<file path="src/rtl/imm_extend_pipe_pkg.sv">
// imm_extend_pipe_pkg: shared definitions for the immediate-extend pipeline.
//   imm_src_e   - immediate format select encodings (ImmSrc port values)
//   OPC_*       - RV32 major opcodes that carry an immediate
//   XLEN_32/64  - the only supported immediate output widths
//   opc_to_src  - opcode -> format mapping used when AUTO_DECODE=1
package imm_extend_pipe_pkg;

  typedef enum logic [2:0] {
    IMM_I   = 3'b000,
    IMM_S   = 3'b001,
    IMM_B   = 3'b010,
    IMM_U   = 3'b011,
    IMM_J   = 3'b100,
    IMM_BAD = 3'b111   // 101/110 are illegal as well
  } imm_src_e;

  localparam logic [6:0] OPC_OP_IMM = 7'b0010011;
  localparam logic [6:0] OPC_LOAD   = 7'b0000011;
  localparam logic [6:0] OPC_JALR   = 7'b1100111;
  localparam logic [6:0] OPC_STORE  = 7'b0100011;
  localparam logic [6:0] OPC_BRANCH = 7'b1100011;
  localparam logic [6:0] OPC_LUI    = 7'b0110111;
  localparam logic [6:0] OPC_AUIPC  = 7'b0010111;
  localparam logic [6:0] OPC_JAL    = 7'b1101111;

  localparam int XLEN_32 = 32;
  localparam int XLEN_64 = 64;

  function automatic bit xlen_legal(input int xlen);
    return (xlen == XLEN_32) || (xlen == XLEN_64);
  endfunction

  function automatic imm_src_e opc_to_src(input logic [6:0] opc);
    imm_src_e s;
    case (opc)
      OPC_OP_IMM, OPC_LOAD, OPC_JALR: s = IMM_I;
      OPC_STORE:                      s = IMM_S;
      OPC_BRANCH:                     s = IMM_B;
      OPC_LUI, OPC_AUIPC:             s = IMM_U;
      OPC_JAL:                        s = IMM_J;
      default:                        s = IMM_BAD;
    endcase
    return s;
  endfunction

endpackage

</file>
<file path="src/rtl/imm_extend_pipe_imm_decode.sv">
// imm_decode: combinational RV immediate extraction + sign extension.
//   instr_i   [31:0]     instruction word
//   imm_src_i [2:0]      format select (ignored when AUTO_DECODE=1)
//   imm_o     [XLEN-1:0] sign-extended immediate, 0 when illegal
//   illegal_o            format was illegal
module imm_decode
  import imm_extend_pipe_pkg::*;
#(
  parameter int XLEN        = 32,
  parameter bit AUTO_DECODE = 1'b0
) (
  input  logic [31:0]     instr_i,
  input  logic [2:0]      imm_src_i,
  output logic [XLEN-1:0] imm_o,
  output logic            illegal_o
);

  imm_src_e           src;
  logic signed [31:0] imm32;

  always_comb begin
    src       = AUTO_DECODE ? opc_to_src(instr_i[6:0]) : imm_src_e'(imm_src_i);
    imm32     = '0;
    illegal_o = 1'b0;
    case (src)
      IMM_I: imm32 = {{20{instr_i[31]}}, instr_i[31:20]};
      IMM_S: imm32 = {{20{instr_i[31]}}, instr_i[31:25], instr_i[11:7]};
      IMM_B: imm32 = {{19{instr_i[31]}}, instr_i[31], instr_i[7],
                      instr_i[30:25], instr_i[11:8], 1'b0};
      IMM_U: imm32 = {instr_i[31:12], 12'b0};
      IMM_J: imm32 = {{11{instr_i[31]}}, instr_i[31], instr_i[19:12],
                      instr_i[20], instr_i[30:21], 1'b0};
      default: begin
        imm32     = '0;
        illegal_o = 1'b1;
      end
    endcase
  end

  // imm32[31] equals instr_i[31] for every legal format, so a signed
  // widening cast replicates the instruction sign bit up to XLEN-1.
  assign imm_o = XLEN'(imm32);

endmodule

</file>
<file path="src/rtl/imm_extend_pipe.sv">
// imm_extend_pipe: immediate decode feeding a 2-entry output FIFO.
//   clk, rst_n           clock, async active-low reset
//   Instr, ImmSrc, InTag request payload; InValid/InReady handshake
//   ImmExt, OutTag, ImmErr head entry; OutValid/OutReady handshake
// InReady depends only on registered occupancy, so upstream never sees a
// combinational path from OutReady.
module imm_extend_pipe
  import imm_extend_pipe_pkg::*;
#(
  parameter int XLEN        = XLEN_32,
  parameter bit AUTO_DECODE = 1'b0,
  parameter int TAGW        = 4
) (
  input  logic            clk,
  input  logic            rst_n,
  input  logic [31:0]     Instr,
  input  logic [2:0]      ImmSrc,
  input  logic [TAGW-1:0] InTag,
  input  logic            InValid,
  output logic            InReady,
  output logic [XLEN-1:0] ImmExt,
  output logic [TAGW-1:0] OutTag,
  output logic            ImmErr,
  output logic            OutValid,
  input  logic            OutReady
);

  typedef struct packed {
    logic [XLEN-1:0] imm;
    logic [TAGW-1:0] tag;
    logic            err;
  } entry_t;

  entry_t          new_entry;
  logic [XLEN-1:0] dec_imm;
  logic            dec_err;

  imm_decode #(
    .XLEN        (XLEN),
    .AUTO_DECODE (AUTO_DECODE)
  ) u_dec (
    .instr_i   (Instr),
    .imm_src_i (ImmSrc),
    .imm_o     (dec_imm),
    .illegal_o (dec_err)
  );

  assign new_entry = '{imm: dec_imm, tag: InTag, err: dec_err};

  entry_t     mem_q [2];
  logic [1:0] count_q, count_d;
  logic       wr_ptr_q, wr_ptr_d;
  logic       rd_ptr_q, rd_ptr_d;
  logic       push, pop;
  entry_t     head;

  assign InReady  = (count_q < 2'd2);
  assign OutValid = (count_q != 2'd0);
  assign push     = InValid && InReady;
  assign pop      = OutValid && OutReady;

  always_comb begin
    count_d  = count_q + 2'(push) - 2'(pop);
    wr_ptr_d = wr_ptr_q ^ push;
    rd_ptr_d = rd_ptr_q ^ pop;
  end

  always_ff @(posedge clk or negedge rst_n) begin
    if (!rst_n) begin
      count_q  <= 2'd0;
      wr_ptr_q <= 1'b0;
      rd_ptr_q <= 1'b0;
      for (int i = 0; i < 2; i++) mem_q[i] <= '0;
    end else begin
      count_q  <= count_d;
      wr_ptr_q <= wr_ptr_d;
      rd_ptr_q <= rd_ptr_d;
      if (push) mem_q[wr_ptr_q] <= new_entry;
    end
  end

  // Outputs are forced to zero while empty so stale slots never leak out.
  assign head   = mem_q[rd_ptr_q];
  assign ImmExt = OutValid ? head.imm : '0;
  assign OutTag = OutValid ? head.tag : '0;
  assign ImmErr = OutValid ? head.err : 1'b0;

endmodule

</file>
<file path="config.mk">
export PLATFORM = sky130hd
export DESIGN_NAME = imm_extend_pipe
export DESIGN_NICKNAME = d
export VERILOG_FILES = /design/src/rtl/imm_extend_pipe_pkg.sv /design/src/rtl/imm_extend_pipe_imm_decode.sv /design/src/rtl/imm_extend_pipe.sv
export SDC_FILE = /design/constraint.sdc
export NUM_CORES = 1
export LEC_CHECK = 0
export CAP_MARGIN = 10
export CORE_ASPECT_RATIO = 0.5
export CORE_MARGIN = 2
export CORE_UTILIZATION = 52
export DETAILED_ROUTE_END_ITERATION = 10
export GPL_TIMING_DRIVEN = 0
export PLACE_DENSITY_LB_ADDON = 0.3
export SYNTH_ARGS = -nofsm -noshare
export SYNTH_HDL_FRONTEND = slang
export SYNTH_SLANG_ARGS = --single-unit
export TNS_END_PERCENT = 20
</file>
<file path="constraint.sdc">
create_clock -name clk -period 1.75 [get_ports clk]
set_input_delay 0.175 -clock clk [delete_from_list [all_inputs] [get_ports clk]]
set_output_delay 0.175 -clock clk [all_outputs]
set_load 0.02 [all_outputs]
</file>
* After elaboration in Yosys (flattened, before gate mapping)
Index checks and enable logic that the tools add are counted.
** Cells by class
- $mul :: 0
- Add/subtract/negate cells :: 2
- Order comparisons :: 4
- Divide/modulo/power cells :: 0
- Equal/unequal tests :: 4
- Shifts and indexed selects :: 0
- Mux-type cells :: 11
- Bitwise operators :: 4
- Reductions and logical operators :: 6
** Operators by type and width (number)
- case mux 32 bit (5 select lines) :: 1
- 2-to-1 mux 37 bit :: 4
- bitwise mux 74 bit :: 1
- demux 37 bit (select 1 bit) :: 1
- 2-to-1 mux 32 bit :: 1
- equality test 3 x 2 -> 1 bit, second input constant :: 2
- OR reduction 5 bit :: 1
- >= comparator 2 bit, second input constant :: 2
- 2-to-1 mux 4 bit :: 1
- NOT 1 -> 2 bit :: 2
- equality test 3 x 1 -> 1 bit, second input constant :: 1
- equality test 3 bit, second input constant :: 1
- logical AND 1 bit :: 3
- zero test 3 bit :: 1
- adder 2 x 1 -> 2 bit :: 1
- less-than comparator 2 x 1 -> 1 bit, second input constant :: 1
- less-than comparator 2 bit, second input constant :: 1
- 2-to-1 mux 1 bit :: 2
- nonzero test 2 bit :: 1
- subtractor 2 x 1 -> 2 bit :: 1
- bitwise XOR 1 bit :: 2
** Word-level totals
- Register bits after elaboration :: 78
- Bits of input ports :: 43
- Memories :: 0
- Bits in writable memories :: 0
- Memory bits (read-only) :: 0
- Latch bits :: 0
- Output and inout bits :: 39
- Logic and storage cells :: 40

* Logic depth before layout (Yosys ltp)
Gate-level depths: netlist of run 1.
- Depth in word-level cells :: 6
- Mapped depth :: 8
- Gate-level depth less buffers :: 8

* Modules after synthesis
A second synthesis of run 1 with hierarchy kept.
** Unflattened totals
- Cell total of the unflattened synthesis :: 352
- Area, all modules :: 4171.5 um^2
** By module, submodules not included
- imm_extend_pipe :: cells an instance 258, area each 3626.0 um^2, instances 1, seq. area each 1951.9 um^2
- imm_decode :: cells an instance 94, area each 545.5 um^2, instances 1, seq. area each 0.0 um^2

* Worst setup path before layout of run 1
Ideal clock, no wire load.
- Path kind :: register -> register
- From :: reg count_q[1]
- To :: reg count_q[1]
- Arrival time :: 1.541 ns
- Setup time :: 0.123 ns
- Required time :: 1.627 ns
- Period minus slack after synthesis :: 1.665 ns
- Stages on the path, launching flop included :: 9
- Buffers on the path :: 0
- Path slack :: 0.085 ns
- Cells stage by stage :: dfrtp_1 nor2_1 inv_1 and2_1 ha_1 inv_1 ha_1 xnor2_1 xnor2_1
** On the way
- Elaborated cells between the ends (all ways) :: 6
- Those cells by class :: 2 x add/sub; 1 x order compare; 3 x reduce/logical
** RTL lines
- from (decl) :: line imm_extend_pipe.sv:51 : logic [1:0] count_q, count_d;
- from (signal assigned) :: line imm_extend_pipe.sv:75 : count_q <= count_d;
- nonzero test 2 bit :: line imm_extend_pipe.sv:58 : assign OutValid = (count_q != 2'd0);
- named net OutValid :: line imm_extend_pipe.sv:24 : output logic OutValid,
- logical AND 1 bit :: line imm_extend_pipe.sv:60 : assign pop = OutValid && OutReady;
- subtractor 2 x 1 -> 2 bit :: line imm_extend_pipe.sv:63 : count_d = count_q + 2'(push) - 2'(pop);
- named net count_d[1] :: line imm_extend_pipe.sv:51
The timed path passes the listed nets, and every way through them passes these cells.
A chain may end at the register's enable or synchronous reset.

* Worst setup path in the final report of run 1
- From :: reg rd_ptr_q
- To :: out ImmExt[20]
** On the way
- Word-level cells in the longest chain between the ends :: 5
** Ends and longest elaborated chain
- from (decl) :: line imm_extend_pipe.sv:53 : logic rd_ptr_q, rd_ptr_d;
- from (signal assigned) :: line imm_extend_pipe.sv:77 : rd_ptr_q <= rd_ptr_d;
- NOT 1 -> 2 bit (not written as such) :: line imm_extend_pipe.sv:83 : assign head = mem_q[rd_ptr_q];
- 2-to-1 mux 37 bit (not written as such) (3 in series) :: line imm_extend_pipe.sv:83
- 2-to-1 mux 32 bit :: line imm_extend_pipe.sv:84 : assign ImmExt = OutValid ? head.imm : '0;
- to (decl) :: line imm_extend_pipe.sv:21 : output logic [XLEN-1:0] ImmExt,
Every way passes these cells. The select of a mux whose other input is x is not followed.

==> results.json, run 1 <==
{
  "synth-main-ff-cell": "dfrtp_1",
  "io_pins": 82,
  "async_flop_share_pct": 100,
  "final_hold_viol_count": 0,
  "final.min_clock_period_ns": 1.81,
  "skew_ns": 0.00313,
  "crit_top_cell": "buf_12",
  "rr_endpoint": "count_q[1]$_DFF_PN0_",
  "crit_arrival_ns": 1.64,
  "vias_per_cell": 5.66,
  "status": "complete, but fails checks",
  "drtIter0Drc": 184,
  "violations": "negative setup slack",
  "worstMarginPinSlew_ns": 0.494,
  "cts.path.max_buffers": 2,
  "core_area_mm2": 0.00746,
  "area_growth_pct": 32.4,
  "synth_area_leaders": "dfrtp_1 48%, mux2i_1 9.3%, mux2_2 6.1%",
  "crit_required_ns": 1.57,
  "utilization_pct": 72.2,
  "slew_headroom_pct": 67.1,
  "synthAdderAreaFrac_pct": 1.51,
  "ir_drop_v": 0.00116,
  "insertedDiodeCount": 0,
  "clock-root-buffer": "clkbuf_16",
  "htreeDepth": 3,
  "die_x_um": 129,
  "holdWs_ns": 0.285,
  "grt_max_degree": 53,
  "routed_wl_um": 10700,
  "path_max_fanout": 10,
  "hold_class": "input pin to async pin",
  "setup_viol": 11,
  "p_per_area_mw_per_mm2": 2020,
  "cap_violations": 0,
  "leakagePower_uw": 0.00247,
  "synth-edff-count": 0,
  "register_area_mm2": 0.00195,
  "critPathKind": "register to primary output",
  "route.detailed.drc": 0,
  "final_nets": 519,
  "synth.largest_area_cell": "dfrtp_1",
  "critPathCaptureType": "primary output",
  "worst_slack_ns": -0.0620,
  "synth.ff_latch_count": 78,
  "ys_types": 31,
  "gr-usage-all-layers_pct": 26.8,
  "die_h_um": 66.6,
  "synth_commonest_cells": "78 x dfrtp_1, 65 x nor2_1, 38 x mux2i_1, 32 x a31oi_1",
  "power_uw": 10900,
  "insertion_delay_ns": 0.34,
  "drv_slew": 0,
  "detail-route-antenna-nets": 0,
  "fin_tns_setup_ns": -0.232,
  "place_ws_ns": -0.476,
  "r2r_setup_slack_ns": 0.08,
  "grt_pass1_wl_um": 16900,
  "crit_chain": "buf_12 -> buf_12 -> buf_12 -> mux2i_1 -> nor2_1 -> buf_4",
  "port_buffers": 74,
  "syn_area_mm2": 0.00407,
  "synth_top_family_by_area": "multiplexers",
  "die-area_mm2": 0.00859,
  "crit_family": "buffers and inverters",
  "firstDrtPassIters": 4,
  "yosys.area.top_type_share_pct": 48.0,
  "gp_congestion": 0.814,
  "fmax_ghz": 0.552,
  "syn_nets": 423,
  "drive_gt1_share_pct": 32.5,
  "ys_seq_area_share_pct": 48.0,
  "postSynthAreaPerCell_um2": 10.8,
  "synth_xor_area_share_pct": 0.646,
  "grt_pass1_vias": 3266,
  "fin_crit_sh_pct": 104,
  "muxShareOfSynthArea_pct": 15.4,
  "antenna_found_initial": 0,
  "synth_compound_area_share_pct": 13.5,
  "cts_buffers": 9,
  "cts_tree": "built",
  "cp-start-kind": "register",
  "post_drt_wl_per_cell_um": 18.3,
  "rsz0062_at_grt": "yes",
  "gr-total-overflow": 0,
  "r2r-start": "count_q[1]$_DFF_PN0_",
  "synthMostInstantiatedCell": "dfrtp_1",
  "rows": 22,
  "cts.sinks": 78,
  "n_fill_cell": 551,
  "synthCells": 376,
  "hpwl_um": 7020,
  "yosysWarnings": 0,
  "synth-simple-area-share_pct": 14.9,
  "path_clk_slew_ns": 0.06,
  "multi_input_area_mm2": 0.00191,
  "slowest_delay_ns": 0.44,
  "via_count": 3314,
  "start_util_pct": 54.5,
  "crit_buf_inv": 4,
  "cp_slowest_cell": "dfrtp_2",
  "reg2regPathDepth": 8
}
worst register-to-register path: stages (launching register included):
cell	delay (ns)
dfrtp_2	0.44
nor2_4	0.20
inv_2	0.05
and2_4	0.15
ha_4	0.25
inv_1	0.03
ha_2	0.18
xnor2_2	0.13
xnor2_1	0.12
power by group:
part | internal, µW | switching (µW)
registers | 2740 | 529
logic | 2700 | 2970
clock network | 1180 | 759
total | 6620 | 4260
registers in the layout (all words and copies together), names as in the netlist:
name	cells
mem_q	74
rd_ptr_q	1
wr_ptr_q	1
count_q	2
what timing repair did:
action | CTS | global route
pin swaps | 1 | 3
setup buffers | 4 | 4
gates resized for setup | 156 | 47
endpoints found under the hold margin | 26 | 0
setup endpoints to repair | 107 | 70
hold buffers | 1 | 0
gates cloned | 1 | 0
logic make-up after synthesis:
kind of cell,after synthesis
mux,60
xor+xnor,3
fa+ha+maj,5
flops,78
compound gates,72
simple gates,114
buf+inv,44
through the flow:
stage	cell area [µm²]	cells
floorplan	4070	376
global placement	4940	558
detailed placement	4970	559
CTS	5330	581
global route	5390	585
finish	5390	585
how the worst max path moves through the flow:
stage / start / end / slack, ns / depth (start not counted)
2_1_floorplan: count_q[1]$_DFF_PN0_ / count_q[1]$_DFF_PN0_ / 0.09 / 8
4_1_cts: rd_ptr_q$_DFF_PN0_ / ImmExt[29] / -0.14 / 5
5_1_grt: rd_ptr_q$_DFF_PN0_ / ImmExt[20] / -0.12 / 6
3_3_place_gp: rst_n / mem_q[3]$_DFFE_PN0P_ / -2.16 / 1
6_report: rd_ptr_q$_DFF_PN0_ / ImmExt[20] / -0.06 / 6
3_5_place_dp: count_q[1]$_DFF_PN0_ / ImmExt[20] / -0.48 / 5
per-layer routing:
metal	GRT usage (%)	up-vias	share of wire, %
li1	-	1543	-
met1	35.8	1647	45
met2	43.1	114	47
met3	6.83	10	7.0
met4	8.56	0	1.1
met5	0	-	0
cells in the final DEF (no fill, tap or decap), types with 3 or more instances in the layout:
master / instances
nor3b_1: 5
o221a_2: 22
inv_1: 11
and2_1: 11
clkinvlp_4: 3
buf_4: 17
clkbuf_2: 15
nor4bb_1: 8
buf_6: 13
dfrtp_1: 76
nor3_1: 5
clkdlybuf4s50_1: 35
clkbuf_16: 9
mux2i_1: 37
buf_12: 5
mux2_2: 22
a31oi_1: 32
nor2b_1: 6
buf_2: 23
o21ai_0: 7
buf_8: 3
a21oi_1: 8
nor2_1: 63
and3b_1: 3
final cells by class:
type | instances | area share, %
multi-input cells | 254 | 35.5
repair buffers | 85 | 13.2
flip-flops and latches | 78 | 36.3
inverters | 12 | 0.836
well taps | 108 | 2.51
clock buffers | 11 | 4.69
clock inverters | 5 | 1.07
plain buffers | 32 | 5.92
Note: power is estimated with default switching activity, not from simulation.
==> run 2: changes to the inputs <==
--- a/config.mk
+++ b/config.mk
@@ -5,7 +5,7 @@
 export SDC_FILE = /design/constraint.sdc
 export NUM_CORES = 1
 export LEC_CHECK = 0
-export CAP_MARGIN = 10
+export CAP_MARGIN = 15
 export CORE_ASPECT_RATIO = 0.5
 export CORE_MARGIN = 2
 export CORE_UTILIZATION = 52
==> results of run 2 <==
The final DEF is identical to that of run 1; final timing and power are the same.
